### src/rtl/pedes_request_if.sv
// Pedestrian request bus: timebase tick, raw button and controller acknowledge in;
// debounced press pulse, pending request and urgency flag out.
interface pedes_request_if;
  logic TC_TIMEBASE;
  logic BUTTON;
  logic G_PEDES;
  logic PRESS;
  logic REQ;
  logic URGENT;

  modport master (
    output TC_TIMEBASE, BUTTON, G_PEDES,
    input  PRESS, REQ, URGENT
  );

  modport slave (
    input  TC_TIMEBASE, BUTTON, G_PEDES,
    output PRESS, REQ, URGENT
  );
endinterface

### src/rtl/pedes_request.sv
// Pedestrian push-button front end: synchronise, debounce on timebase ticks, latch a
// single crossing request until the pedestrian green acknowledges it, flag long waits.
module pedes_request #(
  parameter int SYNC_STAGES = 2,
  parameter int DEB_TICKS   = 4,
  parameter int MAX_WAIT    = 20
) (
  input logic           CLK,
  input logic           RST,
  pedes_request_if.slave bus
);

  localparam int DW = $clog2(DEB_TICKS + 1);
  localparam int WW = $clog2(MAX_WAIT + 1);
  localparam logic [DW-1:0] DEB_LAST = DW'(DEB_TICKS - 1);
  localparam logic [WW-1:0] WAIT_MAX = WW'(MAX_WAIT);

  typedef enum logic [1:0] {
    IDLE    = 2'd0,
    PENDING = 2'd1,
    SERVING = 2'd2
  } state_t;

  logic [SYNC_STAGES-1:0] sync_q;
  logic [SYNC_STAGES-1:0] sync_d;
  logic                   btn_s;
  logic                   btn_db_q;
  logic                   btn_db_d;
  logic [DW-1:0]          deb_cnt_q;
  logic [DW-1:0]          deb_cnt_d;
  logic                   press_q;
  logic                   press_d;
  state_t                 state_q;
  logic [WW-1:0]          wait_q;
  logic [WW-1:0]          wait_inc;
  logic                   req_q;
  logic                   urgent_q;

  assign sync_d   = {sync_q[SYNC_STAGES-2:0], bus.BUTTON};
  assign btn_s    = sync_q[SYNC_STAGES-1];
  assign wait_inc = wait_q + WW'(1);

  // Debounce: a differing level must survive DEB_TICKS ticks; any agreement restarts the count.
  always_comb begin
    btn_db_d  = btn_db_q;
    deb_cnt_d = deb_cnt_q;
    press_d   = 1'b0;
    if (btn_s == btn_db_q) begin
      deb_cnt_d = '0;
    end else if (bus.TC_TIMEBASE) begin
      if (deb_cnt_q == DEB_LAST) begin
        btn_db_d  = ~btn_db_q;
        deb_cnt_d = '0;
        press_d   = ~btn_db_q;
      end else begin
        deb_cnt_d = deb_cnt_q + DW'(1);
      end
    end else begin
      deb_cnt_d = deb_cnt_q;
    end
  end

  // Synchroniser, debounced level and press pulse registers.
  always_ff @(posedge CLK or negedge RST) begin
    if (!RST) begin
      sync_q    <= '0;
      btn_db_q  <= 1'b0;
      deb_cnt_q <= '0;
      press_q   <= 1'b0;
    end else begin
      sync_q    <= sync_d;
      btn_db_q  <= btn_db_d;
      deb_cnt_q <= deb_cnt_d;
      press_q   <= press_d;
    end
  end

  // Request FSM; REQ/URGENT are registered alongside the state so they track it one cycle late.
  always_ff @(posedge CLK or negedge RST) begin
    if (!RST) begin
      state_q  <= IDLE;
      wait_q   <= '0;
      req_q    <= 1'b0;
      urgent_q <= 1'b0;
    end else begin
      case (state_q)
        IDLE: begin
          urgent_q <= 1'b0;
          if (bus.G_PEDES) begin
            state_q <= SERVING;
            req_q   <= 1'b0;
          end else if (press_q) begin
            state_q <= PENDING;
            wait_q  <= '0;
            req_q   <= 1'b1;
          end else begin
            req_q   <= 1'b0;
          end
        end
        PENDING: begin
          if (bus.G_PEDES) begin
            state_q  <= SERVING;
            req_q    <= 1'b0;
            urgent_q <= 1'b0;
          end else if (bus.TC_TIMEBASE && (wait_q != WAIT_MAX)) begin
            // Saturating count: the wait counter must never wrap back below MAX_WAIT.
            wait_q   <= wait_inc;
            req_q    <= 1'b1;
            urgent_q <= (wait_inc == WAIT_MAX);
          end else begin
            req_q    <= 1'b1;
            urgent_q <= (wait_q == WAIT_MAX);
          end
        end
        SERVING: begin
          req_q    <= 1'b0;
          urgent_q <= 1'b0;
          if (!bus.G_PEDES) begin
            state_q <= IDLE;
          end else begin
            state_q <= SERVING;
          end
        end
        default: begin
          state_q  <= IDLE;
          wait_q   <= '0;
          req_q    <= 1'b0;
          urgent_q <= 1'b0;
        end
      endcase
    end
  end

  assign bus.PRESS  = press_q;
  assign bus.REQ    = req_q;
  assign bus.URGENT = urgent_q;

endmodule

### src/flat_wrapper.sv
// flat-port wrapper written by rule: the top's interface ports become plain ports
module pedes_request_flat 
#(
  parameter int SYNC_STAGES = 2,
  parameter int DEB_TICKS   = 4,
  parameter int MAX_WAIT    = 20
)
  (CLK, RST, bus_TC_TIMEBASE, bus_BUTTON, bus_G_PEDES, bus_PRESS, bus_REQ, bus_URGENT);
  pedes_request_if bus_i ();
  input logic CLK;
  input logic RST;
  input wire logic [$bits(bus_i.TC_TIMEBASE)-1:0] bus_TC_TIMEBASE;
  input wire logic [$bits(bus_i.BUTTON)-1:0] bus_BUTTON;
  input wire logic [$bits(bus_i.G_PEDES)-1:0] bus_G_PEDES;
  output wire logic [$bits(bus_i.PRESS)-1:0] bus_PRESS;
  output wire logic [$bits(bus_i.REQ)-1:0] bus_REQ;
  output wire logic [$bits(bus_i.URGENT)-1:0] bus_URGENT;
  assign bus_i.TC_TIMEBASE = bus_TC_TIMEBASE;
  assign bus_i.BUTTON = bus_BUTTON;
  assign bus_i.G_PEDES = bus_G_PEDES;
  assign bus_PRESS = bus_i.PRESS;
  assign bus_REQ = bus_i.REQ;
  assign bus_URGENT = bus_i.URGENT;
  pedes_request #(.SYNC_STAGES(SYNC_STAGES), .DEB_TICKS(DEB_TICKS), .MAX_WAIT(MAX_WAIT)) u_core (.CLK(CLK), .RST(RST), .bus(bus_i));
endmodule
### config.mk
export PLATFORM = sky130hd
export DESIGN_NAME = pedes_request_flat
export DESIGN_NICKNAME = d
export VERILOG_FILES = /design/src/rtl/pedes_request_if.sv /design/src/rtl/pedes_request.sv /design/src/flat_wrapper.sv
export SDC_FILE = /design/constraint.sdc
export NUM_CORES = 1
export LEC_CHECK = 0
export BUFFER_PORTS_ARGS = -buffer_cell sky130_fd_sc_hd__buf_2
export CORE_MARGIN = 1
export CORE_UTILIZATION = 55
export CTS_CLUSTER_SIZE = 8
export DETAILED_ROUTE_END_ITERATION = 16
export PLACE_DENSITY = 0.75
export SYNTH_ARGS = -nofsm -noshare
export SYNTH_HDL_FRONTEND = slang
export SYNTH_SLANG_ARGS = --single-unit
export TNS_END_PERCENT = 100
### constraint.sdc
create_clock -name CLK -period 2.15 [get_ports CLK]
set_input_delay 0.3225 -clock CLK [delete_from_list [all_inputs] [get_ports CLK]]
set_output_delay 0.3225 -clock CLK [all_outputs]
set_load 0.1 [all_outputs]
# Word-level counts from Yosys, hierarchy flattened
# Cells that the tools add are included.
[word_totals]
ff_bits = 16
latchBits = 0
mem_bits_rw = 0
romBits = 0
input_bits = 5
out_inout_bits = 3
n_memories = 0
[classes]
addsub = 2
mul = 0
div = 0
magnitude_cmp = 0
n_eq_ne = 13
shift = 0
mux = 23
bitwise = 3
reduce_logical = 6
[op_table]
columns = ["cell", "n"]
rows = [
  ["$mux 5", 4],
  ["$pmux 5 s3", 1],
  ["$eq 5x5->1 const B", 2],
  ["$mux 1", 9],
  ["$mux 3", 3],
  ["$mux 2", 4],
  ["$ne 2x2->1 const B", 3],
  ["$pmux 2 s3", 1],
  ["$add 5x1->5 const B", 1],
  ["$ne 5x5->1 const B", 1],
  ["$reduce_and 5->1", 1],
  ["$ne 2x1->1 const B", 2],
  ["$add 3x1->3 const B", 1],
  ["$eq 3x2->1 const B", 1],
  ["$ne 3x2->1 const B", 1],
  ["$not 1->1", 3],
  ["$reduce_and 3->1", 1],
  ["$eq 2x1->1 const B", 1],
  ["$eq 2x2->1 const B", 1],
  ["$logic_not 2->1", 1],
  ["$pmux 1 s2", 1],
  ["$reduce_and 2->1", 1],
  ["$reduce_bool 2->1", 1],
  ["$eq 1x1->1", 1],
  ["$logic_and 1x1->1", 1],
]

# Logic depth before layout (Yosys ltp)
[logic_depth]
depth_word = 5
depth_mapped = 6
depth_no_buf = 6

# Worst setup path before layout
# OpenSTA, ideal clock, no wires.
[synth_timing]
kind = "register to register"
startpoint = "reg u_core.press_q, in the netlist u_core.bus.PRESS"
endpoint = "reg u_core.wait_q[4]"
setup_time_ns = 0.076
arrival_ns = 1.771
required_time_ns = 2.074
slack_ns = 0.303
path_stages_with_launch = 5
cell_sequence = "dfrtp_1 -> nor2b_1 -> o22ai_1 -> or4_1 -> o21ai_1"
[synth_via]
elab_chain_cells = 2
[synth_lines]
columns = ["element", "line", "rtl"]
rows = [
  ["from (decl)", "pedes_request.sv:31", "logic press_q;"],
  ["from (signal assigned)", "pedes_request.sv:74", "press_q <= press_d;"],
  ["$ne 2x1->1 (no line)", "n/a", ""],
  ["$reduce_and 5->1 (no line)", "n/a", ""],
  ["to (signal assigned)", "pedes_request.sv:107", "wait_q <= wait_inc;"],
  ["to (decl)", "pedes_request.sv:34", "logic [WW-1:0] wait_q;"],
]
# Every way passes these cells.
# A chain may end at the register's enable or synchronous reset.

# Worst setup path after layout
[layout_timing]
startpoint = "reg u_core.wait_q[0]"
endpoint = "reg u_core.urgent_q, in the netlist u_core.bus.URGENT"
[layout_via]
elab_chain_cells = 5
[layout_lines]
columns = ["element", "line", "rtl"]
rows = [
  ["$add 5x1->5 or $ne 5x5->1 (tied branches)", "pedes_request.sv:41, pedes_request.sv:105", ""],
  ["$eq 5x5->1 or $logic_and 1x1->1 (tied branches)", "pedes_request.sv:109, pedes_request.sv:105", ""],
  ["$mux 1 (*)", "pedes_request.sv:105", "end else if (bus.TC_TIMEBASE && (wait_q != WAIT_MAX)) begin"],
  ["$mux 1 (*)", "pedes_request.sv:101", "if (bus.G_PEDES) begin"],
  ["$mux 1 (*)", "pedes_request.sv:86", "case (state_q)"],
  ["to (signal assigned)", "pedes_request.sv:109", "urgent_q <= (wait_inc == WAIT_MAX);"],
  ["to (signal assigned)", "pedes_request.sv:112", "urgent_q <= (wait_q == WAIT_MAX);"],
  ["to (decl)", "pedes_request.sv:37", "logic urgent_q;"],
]
# Mark *: on every way between the ends. The rest lies on a longest branch, timed or not.

==> impl_metrics.json <==
{
  "cp.required_ns": 2.38,
  "overflow": 0,
  "p_leak_nw": 0.399,
  "powerDensity_mw_per_mm2": 773,
  "max_freq_ghz": 0.608,
  "nets": 96,
  "ff2ff_path_depth": 5,
  "grt_pass1_vias": 485,
  "hold_path_startpoint": "bus_BUTTON",
  "grt_max_degree": 17,
  "synth_top_area_frac": 0.508,
  "hold_violations": 0,
  "cp_num_buf_inv": 0,
  "period_needed_ns": 1.64,
  "via_count": 584,
  "cp_top_family": "flip-flops",
  "cts_root_buffer": "clkbuf_4",
  "cts_resized": 0,
  "synth_compound_area_frac": 0.121,
  "cts.path.max_buffers": 2,
  "initial_utilization": 0.598,
  "muxShareOfSynthArea": 0.0270,
  "synth-simple-area-share": 0.235,
  "cts_tree": "built",
  "dr.first_iter.drc_count": 8,
  "place.gp.congestion": 0.772,
  "p_total_w": 0.000683,
  "ys_seq_elements": 16,
  "die_x_um": 39.9,
  "routedWlPerCell_um": 12.2,
  "fin_setup_tns_ns": 0,
  "ant_nets": 0,
  "synth_edf_count": 0,
  "drv_cap": 0,
  "drive_gt1_frac": 0.138,
  "clkSinkCount": 16,
  "crit_path_top_delay_cell": "dfrtp_1",
  "place_hpwl_um": 929,
  "reg2reg_slack_ns": 0.51,
  "max_slew.worst_pin.slew_ns": 0.483,
  "first_pass_iters": 4,
  "relSlewSlack": 0.680,
  "critPathMaxStageDelay_ns": 0.45,
  "n_antenna_cell": 0,
  "avgSynthCellArea_um2": 10.4,
  "r2r_end": "u_core.bus.URGENT",
  "crit_path_start_kind": "register",
  "rsz0062_at_grt": "no",
  "core_area_mm2": 0.00132,
  "hold_end": "u_core.sync_q[0]",
  "synth_commonest_cells": "dfrtp_1, a21oi_1, inv_1, nand3_1",
  "yosys_most_used_dff": "dfrtp_1",
  "async_reset_ff_frac": 1.00,
  "peakVddDrop_uv": 445,
  "drc": 0,
  "period_share": 0.765,
  "clk_pin_slew_ns": 0.10,
  "outcome": "completed",
  "skew_ns": 0.00591,
  "vias_per_cell": 5.73,
  "clk_latency_ns": 0.28,
  "die_h_um": 39.9,
  "port_buffers": 7,
  "postLayoutCoreUtil": 0.671,
  "yosys.cell_count.top_type": "dfrtp_1",
  "hp-class": "input port to register",
  "synth_area_leader_cell": "dfrtp_1",
  "worstPathCellList": "ha_1 > xnor2_1 > or3b_1 > a211oi_2 > o21a_1",
  "yosysWarnings": 0,
  "synthCells": 76,
  "seq_area_frac_synth": 0.508,
  "antenna_found_initial": 0,
  "synth_nets": 84,
  "arrival_ns": 1.87,
  "yosys.cell_types.count": 30,
  "holdPathStages": 1,
  "crit_type": "register to register",
  "cts_setup_buffers": 0,
  "synth_top_family_by_area": "simple AND/OR/NAND/NOR gates",
  "ys_top_cells_by_area": "dfrtp_1, ha_1, nand3b_1",
  "dieArea_mm2": 0.00159,
  "r2r_start": "u_core.wait_q[0]",
  "io_pins": 8,
  "grtUsageTotal": 0.197,
  "synthAdderAreaFrac": 0.0476,
  "grt_pass1_wl_um": 1990,
  "wl_um": 1250,
  "cts_buffers": 3,
  "synth_xor_xnor_area_share": 0.0333,
  "syn_to_final_growth_pct": 12.2,
  "cts.htree.levels": 1,
  "end_kind": "register",
  "crit_fanout": 6,
  "drv_slew": 0,
  "setup_viol": 0,
  "hold_buffers": 1,
  "placementRows": 13,
  "syn_area_um2": 788
}
-- kinds of logic (layout without fill, tap and decap cells) --
family,after synthesis,after routing
xor gates and xnor gates,3,3
and+or+nand+nor,31,31
muxes,2,2
AOI/OAI and AO/OA,15,15
buffers and inverters,6,17
adders and majority gates,3,3
DFF,16,16
-- registers in the layout, indices dropped and copies added, names as in the netlist --
register           cells
u_core.wait_q          5
u_core.btn_db_q        1
u_core.bus.PRESS       1
u_core.sync_q          2
u_core.state_q         2
u_core.deb_cnt_q       3
u_core.bus.URGENT      1
u_core.bus.REQ         1
-- how the worst max path moves through the flow --
stage / slack, ns / endpoint / cells past startpoint / start
floorplan: 0.30 / u_core.wait_q[4] / 4 / u_core.bus.PRESS
global route: 0.45 / u_core.bus.URGENT / 5 / u_core.wait_q[0]
finish: 0.51 / u_core.bus.URGENT / 5 / u_core.wait_q[0]
CTS: 0.51 / u_core.bus.URGENT / 5 / u_core.wait_q[0]
global placement: 0.57 / u_core.bus.URGENT / 5 / u_core.wait_q[0]
detailed placement: 0.53 / u_core.bus.URGENT / 5 / u_core.wait_q[0]
-- cells in the final DEF, fill, tap and decap left out, types with 2 or more instances in the layout --
master | netlist | final
clkbuf_4 | 0 | 3
dfrtp_1 | 16 | 16
nand2b_1 | 4 | 4
nor3_1 | 2 | 2
xnor2_1 | 2 | 2
nand3b_1 | 4 | 4
buf_2 | 0 | 7
nor2b_1 | 2 | 2
nor2_1 | 2 | 2
nor3b_1 | 2 | 2
ha_1 | 3 | 3
nand2_1 | 4 | 4
inv_1 | 5 | 5
o22ai_1 | 2 | 2
o21ai_1 | 3 | 3
a21oi_1 | 5 | 5
nand3_1 | 5 | 5
-- stage by stage --
step / cell area (um2) / worst slack [ns] / hold WS [ns] / instances
3_5_place_dp: 838 / 0.528 / 0.250 / 97
6_report: 885 / 0.505 / 0.144 / 102
4_1_cts: 885 / 0.506 / 0.134 / 102
2_1_floorplan: 788 / 0.303 / 0.0269 / 76
3_3_place_gp: 838 / 0.565 / 0.241 / 97
5_1_grt: 885 / 0.455 / 0.123 / 102
-- where the power goes --
part / switching (W) / total (W) / internal (W)
registers: 0.0000377 / 0.000376 / 0.000338
clock network: 0.0000947 / 0.000198 / 0.000103
logic: 0.0000598 / 0.000110 / 0.0000502
total: 0.000192 / 0.000683 / 0.000491
-- per-layer routing --
metal	routed length [um]	vias to the layer above	global-route usage
met3	29	4	0.0511
met4	15	0	0.0776
met5	0	-	0
li1	-	297	-
met1	600	273	0.232
met2	603	10	0.336
-- area by class of cell --
type,instances,area [um2]
Clock buffer,4,36.3
Fill cell,97,433
Inverter,5,18.8
Multi-Input combinational cell,54,365
Sequential cell,16,400
Tap cell,15,18.8
Timing Repair Buffer,8,45.0
Note: power is estimated with default switching activity, not from simulation.
